<file path="config.mk">
export PLATFORM = sky130hd
export DESIGN_NAME = lut_sweep_eval
export DESIGN_NICKNAME = d
export VERILOG_FILES = /design/src/rtl/lut_sweep_pkg.sv /design/src/rtl/lut_out_stage.sv /design/src/rtl/lut_sweep_eval.sv
export SDC_FILE = /design/constraint.sdc
export NUM_CORES = 1
export LEC_CHECK = 0
export BUFFER_PORTS_ARGS = -buffer_cell sky130_fd_sc_hd__buf_2
export CORE_MARGIN = 2
export CORE_UTILIZATION = 45
export DETAILED_ROUTE_END_ITERATION = 10
export MAX_ROUTING_LAYER = met4
export PLACE_DENSITY = 0.68
export REMOVE_ABC_BUFFERS = 1
export SETUP_SLACK_MARGIN = 0.4
export SLEW_MARGIN = 5
export SYNTH_ARGS = -nofsm -noshare
export SYNTH_HDL_FRONTEND = slang
export SYNTH_SLANG_ARGS = --single-unit
</file>
<file path="constraint.sdc">
create_clock -name clk -period 2.3 [get_ports clk]
set_input_delay 0.46 -clock clk [delete_from_list [all_inputs] [get_ports clk]]
set_output_delay 0.46 -clock clk [all_outputs]
set_load 0.005 [all_outputs]
</file>
<file path="src/rtl/lut_sweep_pkg.sv">
// Shared types and constants for the LUT sweep evaluator.
package lut_sweep_pkg;

    typedef enum logic [0:0] {
        IDLE  = 1'b0,
        SWEEP = 1'b1
    } state_t;

    // Reset truth table for the 3-input build: minterms 0, 4 and 5.
    localparam logic [7:0] DEFAULT_TABLE_N3 = 8'h31;

endpackage

</file>
<file path="src/rtl/lut_out_stage.sv">
// Single-entry valid/ready output register: load when free, hold under back-pressure, clear on drain.
module lut_out_stage #(
    parameter int N_IN = 3
) (
    input  logic            clk,
    input  logic            reset,
    input  logic            load,
    input  logic [N_IN-1:0] load_vec,
    input  logic            load_y,
    input  logic            out_ready,
    output logic            out_free,
    output logic            out_valid,
    output logic [N_IN-1:0] out_vec,
    output logic            out_y
);

    logic            valid_d, valid_q;
    logic [N_IN-1:0] vec_d, vec_q;
    logic            y_d, y_q;

    assign out_free  = !valid_q || out_ready;
    assign out_valid = valid_q;
    assign out_vec   = vec_q;
    assign out_y     = y_q;

    always_comb begin
        // NOTE: every always_comb output is given a default first so no path can infer a latch.
        valid_d = valid_q;
        vec_d   = vec_q;
        y_d     = y_q;
        if (load) begin
            valid_d = 1'b1;
            vec_d   = load_vec;
            y_d     = load_y;
        end else if (out_ready) begin
            valid_d = 1'b0;
        end
    end

    always_ff @(posedge clk) begin
        // NOTE: state uses non-blocking assignments so every flop samples pre-edge values.
        if (reset) begin
            valid_q <= 1'b0;
            vec_q   <= '0;
            y_q     <= 1'b0;
        end else begin
            valid_q <= valid_d;
            vec_q   <= vec_d;
            y_q     <= y_d;
        end
    end

endmodule

</file>
<file path="src/rtl/lut_sweep_eval.sv">
// Runtime-loadable N-input boolean function unit with a valid/ready output
// stream and an exhaustive sweep mode that counts the function's minterms.
module lut_sweep_eval
    import lut_sweep_pkg::*;
#(
    parameter int                 N_IN          = 3,
    parameter logic [2**N_IN-1:0] DEFAULT_TABLE = DEFAULT_TABLE_N3
) (
    input  logic                 clk,
    input  logic                 reset,
    input  logic                 cfg_we,
    input  logic [2**N_IN-1:0]   cfg_table,
    input  logic                 in_valid,
    output logic                 in_ready,
    input  logic [N_IN-1:0]      in_vec,
    output logic                 out_valid,
    input  logic                 out_ready,
    output logic                 out_y,
    output logic [N_IN-1:0]      out_vec,
    input  logic                 sweep_start,
    output logic                 sweep_busy,
    output logic                 sweep_done,
    output logic [N_IN:0]        minterm_count
);

    localparam int TBL_W = 2**N_IN;
    localparam int CW    = N_IN + 1;

    state_t           state_d, state_q;
    logic [TBL_W-1:0] tbl_d, tbl_q;
    logic [CW-1:0]    ctr_d, ctr_q;
    logic [CW-1:0]    acc_d, acc_q;
    logic [CW-1:0]    minterm_d, minterm_q;
    logic             done_d, done_q;

    logic             load;
    logic [N_IN-1:0]  load_vec;
    logic             load_y;
    logic             out_free;
    logic [N_IN-1:0]  sweep_idx;

    assign sweep_idx     = ctr_q[N_IN-1:0];
    assign sweep_busy    = (state_q == SWEEP);
    assign sweep_done    = done_q;
    assign minterm_count = minterm_q;

    always_comb begin
        state_d   = state_q;
        tbl_d     = tbl_q;
        ctr_d     = ctr_q;
        acc_d     = acc_q;
        minterm_d = minterm_q;
        done_d    = 1'b0;
        in_ready  = 1'b0;
        load      = 1'b0;
        load_vec  = in_vec;
        load_y    = tbl_q[in_vec];

        case (state_q)
            IDLE: begin
                in_ready = out_free && !sweep_start;
                // Reads above use tbl_q, so a same-cycle write only affects later vectors.
                if (cfg_we) tbl_d = cfg_table;
                if (sweep_start) begin
                    state_d = SWEEP;
                    ctr_d   = '0;
                    acc_d   = '0;
                end else if (in_valid && out_free) begin
                    load = 1'b1;
                end
            end
            SWEEP: begin
                // ctr is one bit wider than the vector so reaching TBL_W means "all loaded".
                if (ctr_q != CW'(TBL_W)) begin
                    if (out_free) begin
                        load     = 1'b1;
                        load_vec = sweep_idx;
                        load_y   = tbl_q[sweep_idx];
                        acc_d    = acc_q + CW'(tbl_q[sweep_idx]);
                        ctr_d    = ctr_q + CW'(1);
                    end
                end else if (out_valid && out_ready) begin
                    minterm_d = acc_q;
                    done_d    = 1'b1;
                    state_d   = IDLE;
                end
            end
            default: state_d = IDLE;
        endcase
    end

    always_ff @(posedge clk) begin
        if (reset) begin
            state_q   <= IDLE;
            // NOTE: the truth table is a plain flop vector, not a RAM, so it takes a defined reset value.
            tbl_q     <= DEFAULT_TABLE;
            ctr_q     <= '0;
            acc_q     <= '0;
            minterm_q <= '0;
            done_q    <= 1'b0;
        end else begin
            state_q   <= state_d;
            tbl_q     <= tbl_d;
            ctr_q     <= ctr_d;
            acc_q     <= acc_d;
            minterm_q <= minterm_d;
            done_q    <= done_d;
        end
    end

    lut_out_stage #(.N_IN(N_IN)) u_out_stage (
        .clk       (clk),
        .reset     (reset),
        .load      (load),
        .load_vec  (load_vec),
        .load_y    (load_y),
        .out_ready (out_ready),
        .out_free  (out_free),
        .out_valid (out_valid),
        .out_vec   (out_vec),
        .out_y     (out_y)
    );

endmodule

</file>
==> metrics.json <==
{
  "finish": {
    "fillCellCount": 260,
    "number_of_nets_in_the_layout": 186,
    "multi_input_comb_area_um2": 705.7,
    "area_growth_syn_to_layout_pct": 15.97,
    "stdcell_count": 195,
    "proportion_of_layout_cells_with_a_drive_suffix_above_1_pct": 28.66,
    "antenna_cells": 0,
    "final_core_util_pct": 54.83,
    "layout.area.seq_um2": 545.5,
    "final_area_um2": 1499
  },
  "timing": {
    "rsz_0062_raised_after_global_routing": "yes",
    "drv_slew": 0,
    "hold_viol": 0,
    "slew_headroom_pct": 67.18,
    "max_freq_mhz": 528.1,
    "min_period_ns": 1.893,
    "report.final.setup_viol": 0,
    "fin_crit_sh_pct": 82.32,
    "worstMarginPinSlew_ns": 0.4905,
    "clock-skew-final_ns": 0.002634,
    "totalNegativeSetupSlack_ns": 0
  },
  "detailed_routing": {
    "drc": 0,
    "wl_um": 2530,
    "vias": 1070,
    "ant_nets": 0,
    "routedWlPerCell_um": 12.97,
    "drt_iter0_markers": 12,
    "route.detailed.vias_per_inst": 5.487,
    "length_of_the_first_detailed_routing_pass_in_iterations": 4
  },
  "placement": {
    "place_hpwl_um": 1875,
    "port-buffer-count": 28,
    "place_area_um2": 1436,
    "gpl.final_weighted_congestion": 0.7946,
    "placedCellCount": 190
  },
  "global_route": {
    "grt_antenna_before_repair": 0,
    "grt_start_max_net_pins": 25,
    "first_global_vias": 1023,
    "grt_usage_pct": 17.18,
    "grt_first_pass_wirelength_um": 4443,
    "grt-ovfl-total": 0
  },
  "power_and_ir_drop": {
    "cellLeakagePower_nw": 0.6280,
    "ir_worst_vdd_v": 0.0003764,
    "pwr_dens_nw_per_um2": 576.3
  },
  "floorplan": {
    "num_io_pins": 29,
    "die_h_um": 57.59,
    "die-area_um2": 3317,
    "chipWidth_um": 57.59,
    "initial_utilization_pct": 47.28,
    "row_count": 19,
    "core_region_area_um2": 2734
  },
  "clocking": {
    "numCtsBuffers": 3,
    "cts_tree": "built",
    "clock_tree_buffer_depth": 2,
    "cts.root.buffer_cell": "sky130_fd_sc_hd__clkbuf_4",
    "numClockSinks": 27,
    "clock_latency_on_the_worst_skew_pair_ns": 0.32,
    "clk_pin_slew_worst_paths_ns": 0.15,
    "deepest_level_of_the_cts_h_tree": 1
  },
  "critical_path": {
    "cp_data_arrival_time_ns": 2.11,
    "ff2ff_setup_slack_ns": 0.41,
    "worstPathRequired_ns": 2.52,
    "cp_slowest_cell": "sky130_fd_sc_hd__mux4_2",
    "timing.critical_path.mode_cell": "sky130_fd_sc_hd__ha_4",
    "kind_of_cell_with_the_highest_combined_delay_on_the_critical_path": "multiplexers",
    "timing.critical_path.slowest_cell_delay_ns": 0.48,
    "bufs_and_invs_on_worst_path": 0,
    "timing.critical_path.cells": "mux4_2 -> mux2_4 -> ha_4 -> ha_4 -> a22oi_2 -> nor2_1",
    "critical_path_class": "flip-flop to flip-flop",
    "endpoint_kind": "flip-flop",
    "timing.critical_path.fanout_max": 3,
    "timing.critical_path.from_type": "flip-flop"
  },
  "run_status": {
    "run_status": "finished clean"
  },
  "logic_synthesis": {
    "synth-seq-cells": 27,
    "synth.cell_area_um2": 1292,
    "synthDistinctLibCells": 34,
    "syn-mean-instance-area_um2": 9.434,
    "yosysWarnings": 0,
    "netlist_instances": 137,
    "synth-seq-area-share_pct": 41.82
  },
  "run": {
    "max-cap-violations": 0
  },
  "min_path": {
    "hp-class": "input port to flip-flop"
  }
}
==> timing repair <==
| item | CTS | global route |
|---|---|---|
| resized for setup | 6 | 3 |
| pin swaps | 2 | 0 |
| setup endpoints to repair | 2 | 2 |
| buffers inserted | 1 | 0 |
| hold endpoints to repair | 0 | 0 |
| hold buffers | 0 | 0 |
==> registers in the layout, summed over array words and instances, names as in the netlist <==
name	flops
tbl_q	8
acc_q	4
ctr_q	4
minterm_count	4
u_out_stage.out_vec	3
sweep_busy	1
sweep_done	1
u_out_stage.out_valid	1
u_out_stage.out_y	1
==> layer usage <==
layer,vias up,track usage (%),routed length (um)
met4,0,4.983,19
li1,535,-,-
met5,-,-,0
met3,2,2.041,96
met1,508,22.36,1164
met2,25,28.08,1250
==> worst reg2reg max path, stage by stage, from the launching register on <==
cell,delay (ns)
sky130_fd_sc_hd__dfxtp_4,0.39
sky130_fd_sc_hd__mux4_2,0.48
sky130_fd_sc_hd__mux2_4,0.30
sky130_fd_sc_hd__ha_4,0.17
sky130_fd_sc_hd__ha_4,0.21
sky130_fd_sc_hd__a22oi_2,0.18
sky130_fd_sc_hd__nor2_1,0.06
==> final cells by class <==
cell class	count	area share, %
clock buffer	3	1.503
clock inverter	1	0.3339
multi-input combinational	97	47.08
timing repair buffer	31	10.85
inverter	5	1.252
sequential	27	36.39
tap	31	2.588
==> logic make-up (layout without fill, tap and decap cells) <==
| kind of cell | count (synthesis) | count (layout) | share of synthesized area, % |
|---|---|---|---|
| multiplexers | 14 | 14 | 15.01 |
| buffers and inverters | 13 | 40 | 5.324 |
| flip-flops | 27 | 27 | 41.82 |
| adder cells (fa/ha/maj) | 4 | 4 | 3.872 |
| AO/OA/AOI/OAI | 25 | 25 | 12.10 |
| AND/OR/NAND/NOR | 54 | 54 | 21.88 |
==> cells in the final DEF (no fill, tap or decap), types with 2 or more instances in the layout <==
cell type / n
sky130_fd_sc_hd__a31oi_1: 2
sky130_fd_sc_hd__ha_1: 2
sky130_fd_sc_hd__a21oi_1: 10
sky130_fd_sc_hd__nand3_1: 4
sky130_fd_sc_hd__nand3b_1: 3
sky130_fd_sc_hd__nand2_1: 17
sky130_fd_sc_hd__a211oi_1: 3
sky130_fd_sc_hd__mux2i_1: 10
sky130_fd_sc_hd__nor3_1: 3
sky130_fd_sc_hd__nor2_1: 13
sky130_fd_sc_hd__ha_4: 2
sky130_fd_sc_hd__dfxtp_1: 25
sky130_fd_sc_hd__o21ai_0: 2
sky130_fd_sc_hd__o21ai_1: 2
sky130_fd_sc_hd__nand2b_1: 2
sky130_fd_sc_hd__clkbuf_4: 3
sky130_fd_sc_hd__or3_1: 4
sky130_fd_sc_hd__a2111oi_1: 2
sky130_fd_sc_hd__buf_2: 28
sky130_fd_sc_hd__nor2b_1: 2
sky130_fd_sc_hd__a22oi_1: 2
sky130_fd_sc_hd__mux4_2: 2
sky130_fd_sc_hd__buf_4: 3
sky130_fd_sc_hd__inv_1: 3
sky130_fd_sc_hd__clkinv_1: 2
==> synth_stat cells, drive strengths merged <==
master | n | area [um2]
dfxtp | 27 | 540.5
nand2 | 17 | 63.81
nor2 | 14 | 55.06
a21oi | 10 | 50.05
mux2i | 10 | 100.1
buf | 5 | 38.78
nand3 | 5 | 37.54
ha | 4 | 50.05
nand3b | 4 | 42.54
o21ai | 4 | 20.02
or3 | 4 | 25.02
a211oi | 3 | 22.52
a22oi | 3 | 22.52
clkbuf | 3 | 11.26
inv | 3 | 11.26
mux4 | 3 | 78.83
nor3 | 3 | 15.01
a2111oi | 2 | 20.02
a31oi | 2 | 12.51
clkinv | 2 | 7.510
nand2b | 2 | 12.51
nor2b | 2 | 12.51
and2 | 1 | 6.260
and3 | 1 | 6.260
mux2 | 1 | 15.01
o2111ai | 1 | 8.760
or2 | 1 | 6.260
==> worst paths after layout <==
kind / endpoint / cells past startpoint / startpoint
hold / removal: tbl_q[0]$_SDFFE_PP1P_ / 3 / cfg_table[0]
setup / recovery: acc_q[1]$_SDFFE_PP0P_ / 6 / ctr_q[0]$_SDFFE_PP0P_
hold reg to reg: tbl_q[3]$_SDFFE_PP0P_ / 2 / tbl_q[3]$_SDFFE_PP0P_
setup reg to reg: acc_q[1]$_SDFFE_PP0P_ / 6 / ctr_q[0]$_SDFFE_PP0P_
==> stage by stage <==
stage | hold slack [ns] | setup slack (ns) | power, W
6_report | 0.3428 | 0.4065 | 0.0008638
5_1_grt | 0.3341 | 0.3396 | 0.0009091
4_1_cts | 0.3365 | 0.4214 | 0.0008685
3_5_place_dp | 0.4580 | 0.2866 | 0.0006550
3_3_place_gp | 0.4561 | 0.3186 | 0.0006512
2_1_floorplan | 0.4337 | 0.2540 | 0.0005992
==> power breakdown <==
group / internal [W] / total (W) / leakage (nW) / switching (W)
registers: 0.000491 / 0.000511 / 0.222 / 0.0000201
clock network: 0.0000651 / 0.000206 / 0.0177 / 0.000141
logic: 0.0000736 / 0.000147 / 0.389 / 0.0000732
total: 0.000630 / 0.000864 / 0.628 / 0.000234
Power figures use the tool's default switching activity.
